### config.mk
export PLATFORM = sky130hd
export DESIGN_NAME = unidad_de_control_multiciclo
export DESIGN_NICKNAME = d
export VERILOG_FILES = /design/src/rtl/unidad_de_control_multiciclo.sv
export SDC_FILE = /design/constraint.sdc
export NUM_CORES = 1
export LEC_CHECK = 0
export ABC_CLOCK_PERIOD_IN_PS = 1800
export BUFFER_PORTS_ARGS = -buffer_cell sky130_fd_sc_hd__buf_2
export CAP_MARGIN = 20
export CORE_MARGIN = 5
export CORE_UTILIZATION = 36
export CTS_CLUSTER_SIZE = 28
export DETAILED_ROUTE_END_ITERATION = 8
export PLACE_DENSITY = 0.7
export SYNTH_ARGS = -nofsm -noshare
export SYNTH_HDL_FRONTEND = slang
export SYNTH_SLANG_ARGS = --single-unit
export TNS_END_PERCENT = 50
### constraint.sdc
create_clock -name clk -period 1.8 [get_ports clk]
set_input_delay 0.27 -clock clk [delete_from_list [all_inputs] [get_ports clk]]
set_output_delay 0.27 -clock clk [all_outputs]
set_load 0.005 [all_outputs]
### src/rtl/unidad_de_control_multiciclo.sv
// Multicycle MIPS main control FSM: sequences fetch/decode/execute/memory/write-back
// and drives every datapath mux, enable and the 3-bit ALU operation code.
module unidad_de_control_multiciclo (
  input  logic       clk,
  input  logic       rst,
  input  logic [5:0] opcode,
  input  logic       mem_ready,
  output logic       pc_write,
  output logic       pc_write_cond,
  output logic       i_or_d,
  output logic       mem_read,
  output logic       mem_write,
  output logic       ir_write,
  output logic       mem_to_reg,
  output logic       reg_dst,
  output logic       reg_write,
  output logic       alu_src_a,
  output logic       imm_zext,
  output logic [1:0] alu_src_b,
  output logic [1:0] pc_source,
  output logic [2:0] alu_op,
  output logic [3:0] state,
  output logic       illegal_op
);

  typedef enum logic [3:0] {
    S_FETCH     = 4'd0,
    S_DECODE    = 4'd1,
    S_MEM_ADDR  = 4'd2,
    S_MEM_READ  = 4'd3,
    S_MEM_WB    = 4'd4,
    S_MEM_WRITE = 4'd5,
    S_EXEC_R    = 4'd6,
    S_R_WB      = 4'd7,
    S_BRANCH    = 4'd8,
    S_JUMP      = 4'd9,
    S_EXEC_I    = 4'd10,
    S_I_WB      = 4'd11
  } state_t;

  localparam logic [5:0] OP_RTYPE = 6'b000000;
  localparam logic [5:0] OP_LW    = 6'b100011;
  localparam logic [5:0] OP_SW    = 6'b101011;
  localparam logic [5:0] OP_BEQ   = 6'b000100;
  localparam logic [5:0] OP_J     = 6'b000010;
  localparam logic [5:0] OP_ADDI  = 6'b001000;
  localparam logic [5:0] OP_ANDI  = 6'b001100;
  localparam logic [5:0] OP_ORI   = 6'b001101;
  localparam logic [5:0] OP_SLTI  = 6'b001010;

  state_t cur_state, nxt_state;
  logic   decode_bad;

  assign state      = cur_state;
  assign decode_bad = (cur_state == S_DECODE) && (nxt_state == S_FETCH);

  // NOTE: state registers use non-blocking assignments so every flop samples
  // pre-edge values; blocking here would create order-dependent simulation.
  always_ff @(posedge clk) begin
    if (rst) begin
      cur_state  <= S_FETCH;
      illegal_op <= 1'b0;
    end else begin
      cur_state <= nxt_state;
      if (decode_bad) illegal_op <= 1'b1;
    end
  end

  // NOTE: every signal written in an always_comb gets a default first, so no
  // path through the case statement can leave it unassigned and infer a latch.
  always_comb begin
    nxt_state = S_FETCH;
    case (cur_state)
      S_FETCH:     nxt_state = mem_ready ? S_DECODE : S_FETCH;
      S_DECODE: begin
        case (opcode)
          OP_RTYPE:                          nxt_state = S_EXEC_R;
          OP_LW, OP_SW:                      nxt_state = S_MEM_ADDR;
          OP_BEQ:                            nxt_state = S_BRANCH;
          OP_J:                              nxt_state = S_JUMP;
          OP_ADDI, OP_ANDI, OP_ORI, OP_SLTI: nxt_state = S_EXEC_I;
          default:                           nxt_state = S_FETCH;
        endcase
      end
      S_MEM_ADDR:  nxt_state = (opcode == OP_SW) ? S_MEM_WRITE : S_MEM_READ;
      S_MEM_READ:  nxt_state = mem_ready ? S_MEM_WB : S_MEM_READ;
      S_MEM_WRITE: nxt_state = mem_ready ? S_FETCH : S_MEM_WRITE;
      S_EXEC_R:    nxt_state = S_R_WB;
      S_EXEC_I:    nxt_state = S_I_WB;
      default:     nxt_state = S_FETCH;
    endcase
  end

  always_comb begin
    pc_write      = 1'b0;
    pc_write_cond = 1'b0;
    i_or_d        = 1'b0;
    mem_read      = 1'b0;
    mem_write     = 1'b0;
    ir_write      = 1'b0;
    mem_to_reg    = 1'b0;
    reg_dst       = 1'b0;
    reg_write     = 1'b0;
    alu_src_a     = 1'b0;
    imm_zext      = 1'b0;
    alu_src_b     = 2'b00;
    pc_source     = 2'b00;
    alu_op        = 3'b000;
    case (cur_state)
      S_FETCH: begin
        // IR and PC only latch once the instruction word has actually arrived.
        mem_read  = 1'b1;
        alu_src_b = 2'b01;
        ir_write  = mem_ready;
        pc_write  = mem_ready;
      end
      S_DECODE:   alu_src_b = 2'b11;
      S_MEM_ADDR: begin
        alu_src_a = 1'b1;
        alu_src_b = 2'b10;
      end
      S_MEM_READ: begin
        mem_read = 1'b1;
        i_or_d   = 1'b1;
      end
      S_MEM_WB: begin
        reg_write  = 1'b1;
        mem_to_reg = 1'b1;
      end
      S_MEM_WRITE: begin
        mem_write = 1'b1;
        i_or_d    = 1'b1;
      end
      S_EXEC_R: begin
        alu_src_a = 1'b1;
        alu_op    = 3'b010;
      end
      S_R_WB: begin
        reg_write = 1'b1;
        reg_dst   = 1'b1;
      end
      S_BRANCH: begin
        alu_src_a     = 1'b1;
        alu_op        = 3'b001;
        pc_write_cond = 1'b1;
        pc_source     = 2'b01;
      end
      S_JUMP: begin
        pc_write  = 1'b1;
        pc_source = 2'b10;
      end
      S_EXEC_I: begin
        alu_src_a = 1'b1;
        alu_src_b = 2'b10;
        case (opcode)
          OP_ANDI: begin alu_op = 3'b101; imm_zext = 1'b1; end
          OP_ORI:  begin alu_op = 3'b011; imm_zext = 1'b1; end
          OP_SLTI: alu_op = 3'b100;
          default: alu_op = 3'b000;
        endcase
      end
      S_I_WB: reg_write = 1'b1;
      default: ;
    endcase
  end

endmodule

==> results.sh, run 1 <==
export IMPL_status="complete, but fails checks"
export IMPL_violations="setup timing"
export IMPL_synth_top_area_cell="dfxtp_1"
export IMPL_clkPwrFrac_pct=38.9
export IMPL_multi_input_area_um2=448
export IMPL_cap_violations=0
export IMPL_drv_slew=0
export IMPL_crit_start="state[1]"
export IMPL_synthTopCellsByArea="dfxtp_1, nor3_1, nor2_1, nand2_1, nand2b_1"
export IMPL_portBuffers=31
export IMPL_die_h_um=50.1
export IMPL_place_congestion=0.859
export IMPL_cp_end_kind="output port"
export IMPL_synth_edff_count=0
export IMPL_postLayoutCellArea_um2=808
export IMPL_numCtsBuffers=3
export IMPL_synth_top_area_share_pct=17.3
export IMPL_cts_tree="done"
export IMPL_netlist_area_um2=579
export IMPL_grt_ovfl_total=0
export IMPL_worstMarginPinSlew_ns=0.349
export IMPL_clock_sinks=5
export IMPL_diodes=0
export IMPL_slowest_stage="or4b_4"
export IMPL_rsz0062_at_grt="yes"
export IMPL_die_x_um=50.1
export IMPL_drcViolationCount=0
export IMPL_dieArea_mm2=0.00251
export IMPL_critPathKind="flop to output port"
export IMPL_post_route_min_period_ns=1.86
export IMPL_synth_main_ff_cell="dfxtp_1"
export IMPL_power_static_leakage_nw=0.391
export IMPL_critPathBufInv=1
export IMPL_clk_path_buf_depth=2
export IMPL_synthesis_nets=94
export IMPL_fp_coreArea_mm2=0.00152
export IMPL_cts_root_buf="clkbuf_4"
export IMPL_drive_above_1_share_pct=39.8
export IMPL_synthTopCellsByCount="nor2_1, nor3_1, nand2_1"
export IMPL_max_stage_delay_ns=0.49
export IMPL_avgSynthCellArea_um2=6.82
export IMPL_dp_hpwl_um=1390
export IMPL_num_vias=762
export IMPL_start_util_pct=38.0
export IMPL_fmax_ghz=0.537
export IMPL_whs_ns=0.265
export IMPL_hold_path_class="input pin to flop"
export IMPL_arrival_ns=1.59
export IMPL_synthDistinctLibCells=39
export IMPL_wirelength_um=1790
export IMPL_yosys_warnings=0
export IMPL_power_density_mw_per_mm2=429
export IMPL_routedWlPerCell_um=13.3
export IMPL_path_clk_slew_ns=0.05
export IMPL_syn_instance_count=85
export IMPL_area_delta_synth_final_pct=39.5
export IMPL_fillCellCount=154
export IMPL_worst_slew_margin_rel_pct=76.1
export IMPL_cts_htree_levels=1
export IMPL_drt_iter0_markers=14
export IMPL_hp_start="rst"
export IMPL_rows=14
export IMPL_io_pins=32
export IMPL_combPwrFrac_pct=26.8
export IMPL_grt_total_usage_pct=14.2
export IMPL_place_area_um2=759
export IMPL_timing_final_ws_setup_ns=-0.0607
export IMPL_antenna_found_initial=0
export IMPL_ir_drop_mv=0.263
export IMPL_vias_per_cell=5.69
export IMPL_cp_cell_sequence="nor2b_4, or4b_4, nor3_4, a32o_1, buf_2"
export IMPL_grt_pass1_wl_um=2920
export IMPL_power_internal_w=0.000239
export IMPL_grt_max_degree=17
export IMPL_clk_latency_ns=0.25
export IMPL_critPathTopFamily="simple AND/OR/NAND/NOR gates"
export IMPL_drt_pass1_iter_count=4
export IMPL_worstPathMaxFanout=3
export IMPL_nNetsFinal=128
export IMPL_crit_required_ns=1.53
export IMPL_antenna_left=0
export IMPL_hold_violations=0
export IMPL_finalClockSkew_ns=0.00383
export IMPL_synthArstFlopShare_pct=0
export IMPL_rr_startpoint="state[0]"
export IMPL_seq_power_share_pct=34.3
export IMPL_p_sw_w=0.000107
export IMPL_grt_pass1_vias=659
export IMPL_worstSetupStartpointType="flop"
export IMPL_p_sw_share_pct=31.0
export IMPL_seqCellArea_um2=103
export IMPL_yosysSeqAreaShare_pct=17.3
export IMPL_yosysMostFrequentCell="nor2_1"
export IMPL_finalCritPeriodShare_pct=103
export IMPL_ys_ff_latch=5
export IMPL_finalSetupViolations=3
==> kinds of logic after synthesis <==
family                 share of synthesized area, %
buffers and inverters                          8.85
AO/OA/AOI/OAI                                  22.7
XOR/XNOR                                       3.02
flip-flops                                     17.3
AND/OR/NAND/NOR                                48.2
==> power groups by stage <==
stage	Clock, W	Sequential [W]	Combinational (W)
floorplan	0	0.000122	0.0000494
global placement	0	0.000119	0.0000895
detailed placement	0	0.000120	0.0000910
CTS	0.000135	0.000119	0.0000922
global route	0.000141	0.000119	0.000104
finish	0.000135	0.000119	0.0000929
==> layer usage <==
metal | GRT usage, % | routed length (µm) | vias up
li1 | - | - | 381
met1 | 20.0 | 773 | 338
met2 | 20.7 | 817 | 39
met3 | 1.51 | 161 | 4
met4 | 7.86 | 36 | 0
met5 | 0 | 0 | -
==> metrics by stage <==
step                cells  setup slack (ns)  total power (W)  TNS [ns]  utilization, %
detailed placement    130             0.108         0.000211         0            49.8
global placement      130             0.144         0.000209         0            49.8
floorplan              85            0.0494         0.000171         0               -
CTS                   134           -0.0496         0.000346    -0.125            52.7
finish                134           -0.0607         0.000347    -0.162            53.0
global route          134            -0.132         0.000363    -0.370            53.0
==> cell type report <==
type                    count  area share [%]
multi-input cells          69            55.4
inverters                   3            1.39
flip-flops and latches      5            12.7
well taps                  16            2.48
clock buffers               4            3.25
repair buffers             37            24.8
==> final timing paths <==
path,endpoint,depth (start not counted),slack [ns]
worst min register to register,illegal_op,1,0.48
worst min-delay path,state[0],2,0.26
worst max register to register,state[2],5,0.06
worst max-delay path,alu_op[1],5,-0.06
==> state kept, by name, summed over array words and instances, names as in the netlist <==
register    count
illegal_op      1
state           4
==> placed cells by master (no fill, tap or decap), drive strengths merged, types with 2 or more instances in the layout <==
master | netlist | final
nand2 | 6 | 6
clkbuf | 3 | 4
dfxtp | 5 | 5
a21oi | 2 | 2
a31oi | 2 | 2
and3 | 2 | 2
or2 | 2 | 2
nor3 | 10 | 10
or4b | 2 | 2
o21ai | 5 | 5
nand2b | 3 | 3
buf | 5 | 37
nor4 | 3 | 3
inv | 3 | 3
nor2b | 2 | 2
nor2 | 12 | 12
==> what timing repair did <==
action / 4_1_cts / 5_1_grt
buffers inserted: 0 / 0
setup endpoints to repair: 4 / 5
pin swaps: 2 / 0
hold buffers: 0 / 0
gates resized for setup: 5 / 1
No activity file was read; power rests on OpenSTA's default activity.
==> inputs of run 2 (changes only) <==
Settings changed: CORE_UTILIZATION 36 to 35, PLACE_DENSITY 0.7 to 0.68.
==> run 2 against run 1 <==
The run still ends with setup timing left. Combinational power shrank 1%. Die area grew 2.3%. Setup slack gained 0.0013 ns. Largest power group unchanged. Largest cell class unchanged. Worst hold slack gained 0.0031 ns. Via count shrank 1.4%. Sequential cell count is the same. Global-route usage shrank 0.75 points. Non-clock buffer count is the same. Clock skew grew 0.0040 ns. Highest routed layer is now met3. Register-to-register slack gained 0.04 ns. Routed wire length grew 2.1%. Design area grew 0.15%.
==> results.sh, run 2 (synthesis results as in run 1) <==
export IMPL_start_util_pct=37.6
export IMPL_portBuffers=31
export IMPL_routedWlPerCell_um=13.6
export IMPL_seq_power_share_pct=34.7
export IMPL_grt_pass1_vias=631
export IMPL_drv_slew=0
export IMPL_ctsHoldBuffers=0
export IMPL_clock_sinks=5
export IMPL_worstSetupStartpointType="flop"
export IMPL_nNetsFinal=128
export IMPL_clkPwrFrac_pct=38.6
export IMPL_worst_slew_margin_rel_pct=74.4
export IMPL_hold_path_endpoint="state[3]"
export IMPL_drt_iter0_markers=13
export IMPL_clk_path_buf_depth=2
export IMPL_die_h_um=50.7
export IMPL_num_vias=751
export IMPL_fillCellCount=176
export IMPL_cts_htree_levels=1
export IMPL_multi_input_area_um2=449
export IMPL_largest_reg_flops=4
export IMPL_crit_required_ns=1.53
export IMPL_power_static_leakage_nw=0.389
export IMPL_power_density_mw_per_mm2=423
export IMPL_post_route_min_period_ns=1.86
export IMPL_finalSetupViolations=3
export IMPL_rsz0062_at_grt="yes"
export IMPL_cp_end_kind="output port"
export IMPL_finalClockSkew_ns=0.00786
export IMPL_fp_coreArea_mm2=0.00154
export IMPL_antenna_left=0
export IMPL_drt_pass1_iter_count=4
export IMPL_max_stage_delay_ns=0.50
export IMPL_dieArea_mm2=0.00257
export IMPL_p_sw_share_pct=30.3
export IMPL_die_x_um=50.7
export IMPL_cp_cell_sequence="nand2b_4, or4b_4, nor3_4, a32o_1, buf_2"
export IMPL_clk_latency_ns=0.25
export IMPL_rr_startpoint="state[0]"
export IMPL_seqCellArea_um2=103
export IMPL_arrival_ns=1.59
export IMPL_most_common_layout_cells="buf_2, nor2_1, nor3_1, nand2_1, buf_4"
export IMPL_cap_violations=0
export IMPL_ir_drop_mv=0.438
export IMPL_critPathKind="flop to output port"
export IMPL_grt_max_degree=17
export IMPL_drive_above_1_share_pct=39.8
export IMPL_path_clk_slew_ns=0.05
export IMPL_place_congestion=0.819
export IMPL_hold_path_class="input pin to flop"
export IMPL_grt_total_usage_pct=13.5
export IMPL_place_ws_ns=0.126
export IMPL_io_pins=32
export IMPL_whs_ns=0.268
export IMPL_cts_root_buf="clkbuf_4"
export IMPL_rows=14
export IMPL_r2r_slack_ns=0.10
export IMPL_finalCritPeriodShare_pct=103
export IMPL_dp_hpwl_um=1350
export IMPL_violations="setup timing"
export IMPL_drcViolationCount=0
export IMPL_antenna_found_initial=0
export IMPL_fmax_ghz=0.538
export IMPL_hp_start="rst"
export IMPL_slowest_stage="or4b_4"
export IMPL_holdPathStages=2
export IMPL_critPathBufInv=1
export IMPL_diodes=0
export IMPL_numCtsBuffers=3
export IMPL_hold_violations=0
export IMPL_power_internal_w=0.000239
export IMPL_cts_tree="done"
export IMPL_grt_ovfl_total=0
export IMPL_vias_per_cell=5.60
export IMPL_timing_final_ws_setup_ns=-0.0594
export IMPL_p_sw_w=0.000104
export IMPL_status="complete, but fails checks"
export IMPL_area_delta_synth_final_pct=39.7
export IMPL_reg2reg_depth=5
export IMPL_critPathTopFamily="simple AND/OR/NAND/NOR gates"
export IMPL_grt_pass1_wl_um=2820
export IMPL_worstPathMaxFanout=3
export IMPL_combPwrFrac_pct=26.7
export IMPL_worstMarginPinSlew_ns=0.375
export IMPL_reg2reg_to="state[2]"
export IMPL_final_common_cell="buf_2"
export IMPL_wirelength_um=1830
==> run 2: routing by layer <==
| layer | vias up | share of wire [%] | global-route usage, % |
|---|---|---|---|
| met5 | - | 0 | 0 |
| met4 | 0 | 0 | 2.55 |
| met3 | 0 | 11 | 4.14 |
| met2 | 38 | 46 | 19.6 |
| met1 | 331 | 44 | 19.4 |
| li1 | 382 | - | - |
==> run 2: timing repair <==
item / 4_1_cts / 5_1_grt
cloned: 0 / 0
resized for setup: 5 / 1
endpoints found under the setup margin: 4 / 5
buffers inserted: 0 / 0
pin swaps: 2 / 1
==> run 2: metrics by stage <==
step	util, %	instances	area [µm²]	power, W	TNS (ns)
2_1_floorplan	-	85	579	0.000171	0
3_3_place_gp	49.3	130	759	0.000209	0
3_5_place_dp	49.3	130	759	0.000210	0
4_1_cts	52.1	134	803	0.000346	-0.140
5_1_grt	52.5	134	810	0.000368	-0.382
6_report	52.5	134	810	0.000343	-0.153
==> run 2: how the worst max path moves through the flow <==
stage / start / to / slack, ns / cells after the start
after floorplan: state[1] / alu_op[1] / 0.05 / 5
after global placement: opcode[5] / alu_op[1] / 0.14 / 5
after detailed placement: state[1] / alu_op[1] / 0.13 / 5
after CTS: state[2] / alu_op[2] / -0.06 / 4
after global routing: state[1] / alu_op[2] / -0.14 / 4
final: state[2] / alu_op[1] / -0.06 / 5
==> run 2: worst register-to-register path: cells and delay by family, from the launching register on <==
kind	cells	cell delay [ns]
AO/OA/AOI/OAI	1	0.29
AND/OR/NAND/NOR	3	0.71
buffers and inverters	1	0.22
flip-flops	1	0.39
==> run 2: power groups by stage <==
stage	registers (W)	logic, W	clock network, W
after floorplan	0.000122	0.0000494	0
after global placement	0.000120	0.0000896	0
after detailed placement	0.000120	0.0000904	0
after CTS	0.000119	0.0000914	0.000136
after global routing	0.000119	0.000103	0.000146
final	0.000119	0.0000917	0.000132
==> run 2: layout make-up <==
| cell class | count | area share (%) |
|---|---|---|
| timing repair buffer | 37 | 24.7 |
| tap | 16 | 2.47 |
| multi-input combinational | 69 | 55.5 |
| clock buffer | 4 | 3.25 |
| inverter | 3 | 1.39 |
| sequential | 5 | 12.7 |
==> inputs of run 3 (changes only) <==
Settings changed: ABC_AREA set to 1, MAX_ROUTING_LAYER set to met4.
==> run 3 against run 2 <==
The run now ends clean. Clock power about the same. Synthesized cell count up 26%. Highest routed layer is now met4. Sequential share of layout area down 0.16 points.
==> results.sh, run 3 <==
export IMPL_holdPathStages=2
export IMPL_worstMarginPinSlew_ns=0.237
export IMPL_rr_startpoint="state[2]"
export IMPL_syn_instance_count=107
export IMPL_combPwrFrac_pct=26.9
export IMPL_fp_coreArea_mm2=0.00169
export IMPL_yosysSeqAreaShare_pct=16.4
export IMPL_clk_latency_ns=0.25
export IMPL_power_internal_w=0.000237
export IMPL_grt_pass1_vias=683
export IMPL_yosys_warnings=0
export IMPL_grt_pass1_wl_um=2840
export IMPL_critPathBufInv=3
export IMPL_die_x_um=51.8
export IMPL_largest_reg_flops=4
export IMPL_max_stage_delay_ns=0.36
export IMPL_nNetsFinal=154
export IMPL_avgSynthCellArea_um2=5.71
export IMPL_grt_max_degree=9
export IMPL_final_common_cell="buf_2"
export IMPL_hold_path_endpoint="illegal_op"
export IMPL_grt_ovfl_total=0
export IMPL_synthTopCellsByCount="nor2_1, inv_1, nand2_1, nand3_1, nor2_2"
export IMPL_reg2reg_to="illegal_op"
export IMPL_drcViolationCount=0
export IMPL_ctsHoldBuffers=0
export IMPL_start_util_pct=36.1
export IMPL_portBuffers=31
export IMPL_rsz0062_at_grt="yes"
export IMPL_arrival_ns=1.46
export IMPL_power_density_mw_per_mm2=413
export IMPL_clock_sinks=5
export IMPL_hp_start="rst"
export IMPL_io_pins=32
export IMPL_critPathKind="flop to output port"
export IMPL_yosysMostFrequentCell="nor2_1"
export IMPL_hold_violations=0
export IMPL_netlist_area_um2=611
export IMPL_synthesis_nets=116
export IMPL_drt_iter0_markers=15
export IMPL_wirelength_um=1750
export IMPL_antenna_left=0
export IMPL_worstSetupStartpointType="flop"
export IMPL_status="complete, no violations"
export IMPL_critPathTopFamily="simple AND/OR/NAND/NOR gates"
export IMPL_area_delta_synth_final_pct=39.1
export IMPL_p_sw_w=0.000114
export IMPL_power_static_leakage_nw=0.504
export IMPL_clkPwrFrac_pct=38.4
export IMPL_num_vias=774
export IMPL_finalSetupViolations=0
export IMPL_cts_htree_levels=1
export IMPL_synth_main_ff_cell="dfxtp_1"
export IMPL_cts_root_buf="clkbuf_4"
export IMPL_synth_edff_count=0
export IMPL_synthArstFlopShare_pct=0
export IMPL_routedWlPerCell_um=10.8
export IMPL_slowest_stage="dfxtp_4"
export IMPL_dieArea_mm2=0.00268
export IMPL_vias_per_cell=4.81
export IMPL_place_congestion=0.845
export IMPL_cap_violations=0
export IMPL_synthDistinctLibCells=23
export IMPL_grt_total_usage_pct=13.7
export IMPL_cp_cell_sequence="inv_2, nor2_4, nand2_4, nor4_4, inv_2, o22ai_1, buf_2"
export IMPL_power_total_w=0.000351
export IMPL_fmax_ghz=0.578
export IMPL_crit_top_cell="inv_2"
export IMPL_hold_path_class="input pin to flop"
export IMPL_finalCritPeriodShare_pct=96.2
export IMPL_numCtsBuffers=3
export IMPL_drv_slew=0
export IMPL_seq_power_share_pct=34.7
export IMPL_path_clk_slew_ns=0.05
export IMPL_cts_tree="done"
export IMPL_clk_path_buf_depth=2
export IMPL_diodes=0
export IMPL_ir_drop_mv=0.184
export IMPL_ys_ff_latch=5
export IMPL_worstPathMaxFanout=4
export IMPL_synth_top_area_share_pct=16.4
export IMPL_dp_hpwl_um=1450
export IMPL_drive_above_1_share_pct=41.7
export IMPL_synth_top_area_cell="dfxtp_1"
export IMPL_r2r_slack_ns=0.43
export IMPL_cp_end_kind="output port"
export IMPL_worst_slew_margin_rel_pct=84.1
export IMPL_synthTopCellsByArea="dfxtp_1, nor2_1, inv_1, nand3_1, nand2_1"
export IMPL_tns_ns=0
export IMPL_rows=15
export IMPL_reg2reg_depth=8
export IMPL_most_common_layout_cells="buf_2, nor2_1, inv_1, nand2_1, nand3_1"
export IMPL_die_h_um=51.8
export IMPL_crit_required_ns=1.53
export IMPL_drt_pass1_iter_count=4
export IMPL_finalClockSkew_ns=0.00547
export IMPL_post_route_min_period_ns=1.73
export IMPL_p_sw_share_pct=32.5
export IMPL_antenna_found_initial=0
[run 3: through the flow]
step	instance area, µm²	worst slack (ns)	hold slack [ns]	cells	utilization [%]
floorplan	611	0.398	0.332	107	-
global placement	779	0.247	0.445	154	46.1
detailed placement	779	0.216	0.448	154	46.1
CTS	807	0.0165	0.236	158	47.8
global route	850	-0.0447	0.230	161	50.3
finish	850	0.0685	0.229	161	50.3
[run 3: area by class of cell]
class | count | area [µm²]
clock buffer | 4 | 26.3
fill | 181 | 840
inverter | 23 | 86.3
multi-input combinational | 78 | 432
sequential | 5 | 106
tap | 17 | 21.3
timing repair buffer | 34 | 178
[run 3: routing by layer]
| layer | vias to the layer above | global-route usage (%) | share of wire [%] |
|---|---|---|---|
| met5 | - | - | 0 |
| met4 | 0 | 4.80 | 0.80 |
| met3 | 2 | 1.15 | 6.5 |
| met2 | 29 | 23.5 | 49 |
| met1 | 332 | 16.8 | 43 |
| li1 | 411 | - | - |
[run 3: kinds of logic (layout without fill, tap and decap cells)]
family | after synthesis | count (layout) | synth area share [%]
flops | 5 | 5 | 16.4
compound gates | 12 | 12 | 11.9
buf+inv | 24 | 61 | 15.4
simple gates | 66 | 66 | 56.4
[run 3: timing repair]
action,CTS,global route
setup buffers,0,3
resized for setup,1,7
setup endpoints to repair,2,3
pin swaps,0,3
endpoints found under the hold margin,0,0
[run 3: power groups by stage]
| stage | logic, W | registers (W) | clock network, W |
|---|---|---|---|
| global route | 0.000107 | 0.000122 | 0.000144 |
| global placement | 0.0000913 | 0.000124 | 0 |
| CTS | 0.0000928 | 0.000122 | 0.000132 |
| detailed placement | 0.0000924 | 0.000124 | 0 |
| finish | 0.0000943 | 0.000122 | 0.000135 |
| floorplan | 0.0000533 | 0.000124 | 0 |
[run 3: worst max-delay path by stage]
stage	startpoint	endpoint	slack [ns]	cells after the start
6_report	state[1]	alu_op[2]	0.07	7
5_1_grt	state[1]	alu_op[2]	-0.04	7
4_1_cts	state[3]	alu_op[2]	0.02	7
3_5_place_dp	state[1]	alu_op[2]	0.22	7
3_3_place_gp	state[1]	alu_op[2]	0.25	7
2_1_floorplan	state[1]	alu_op[2]	0.40	6
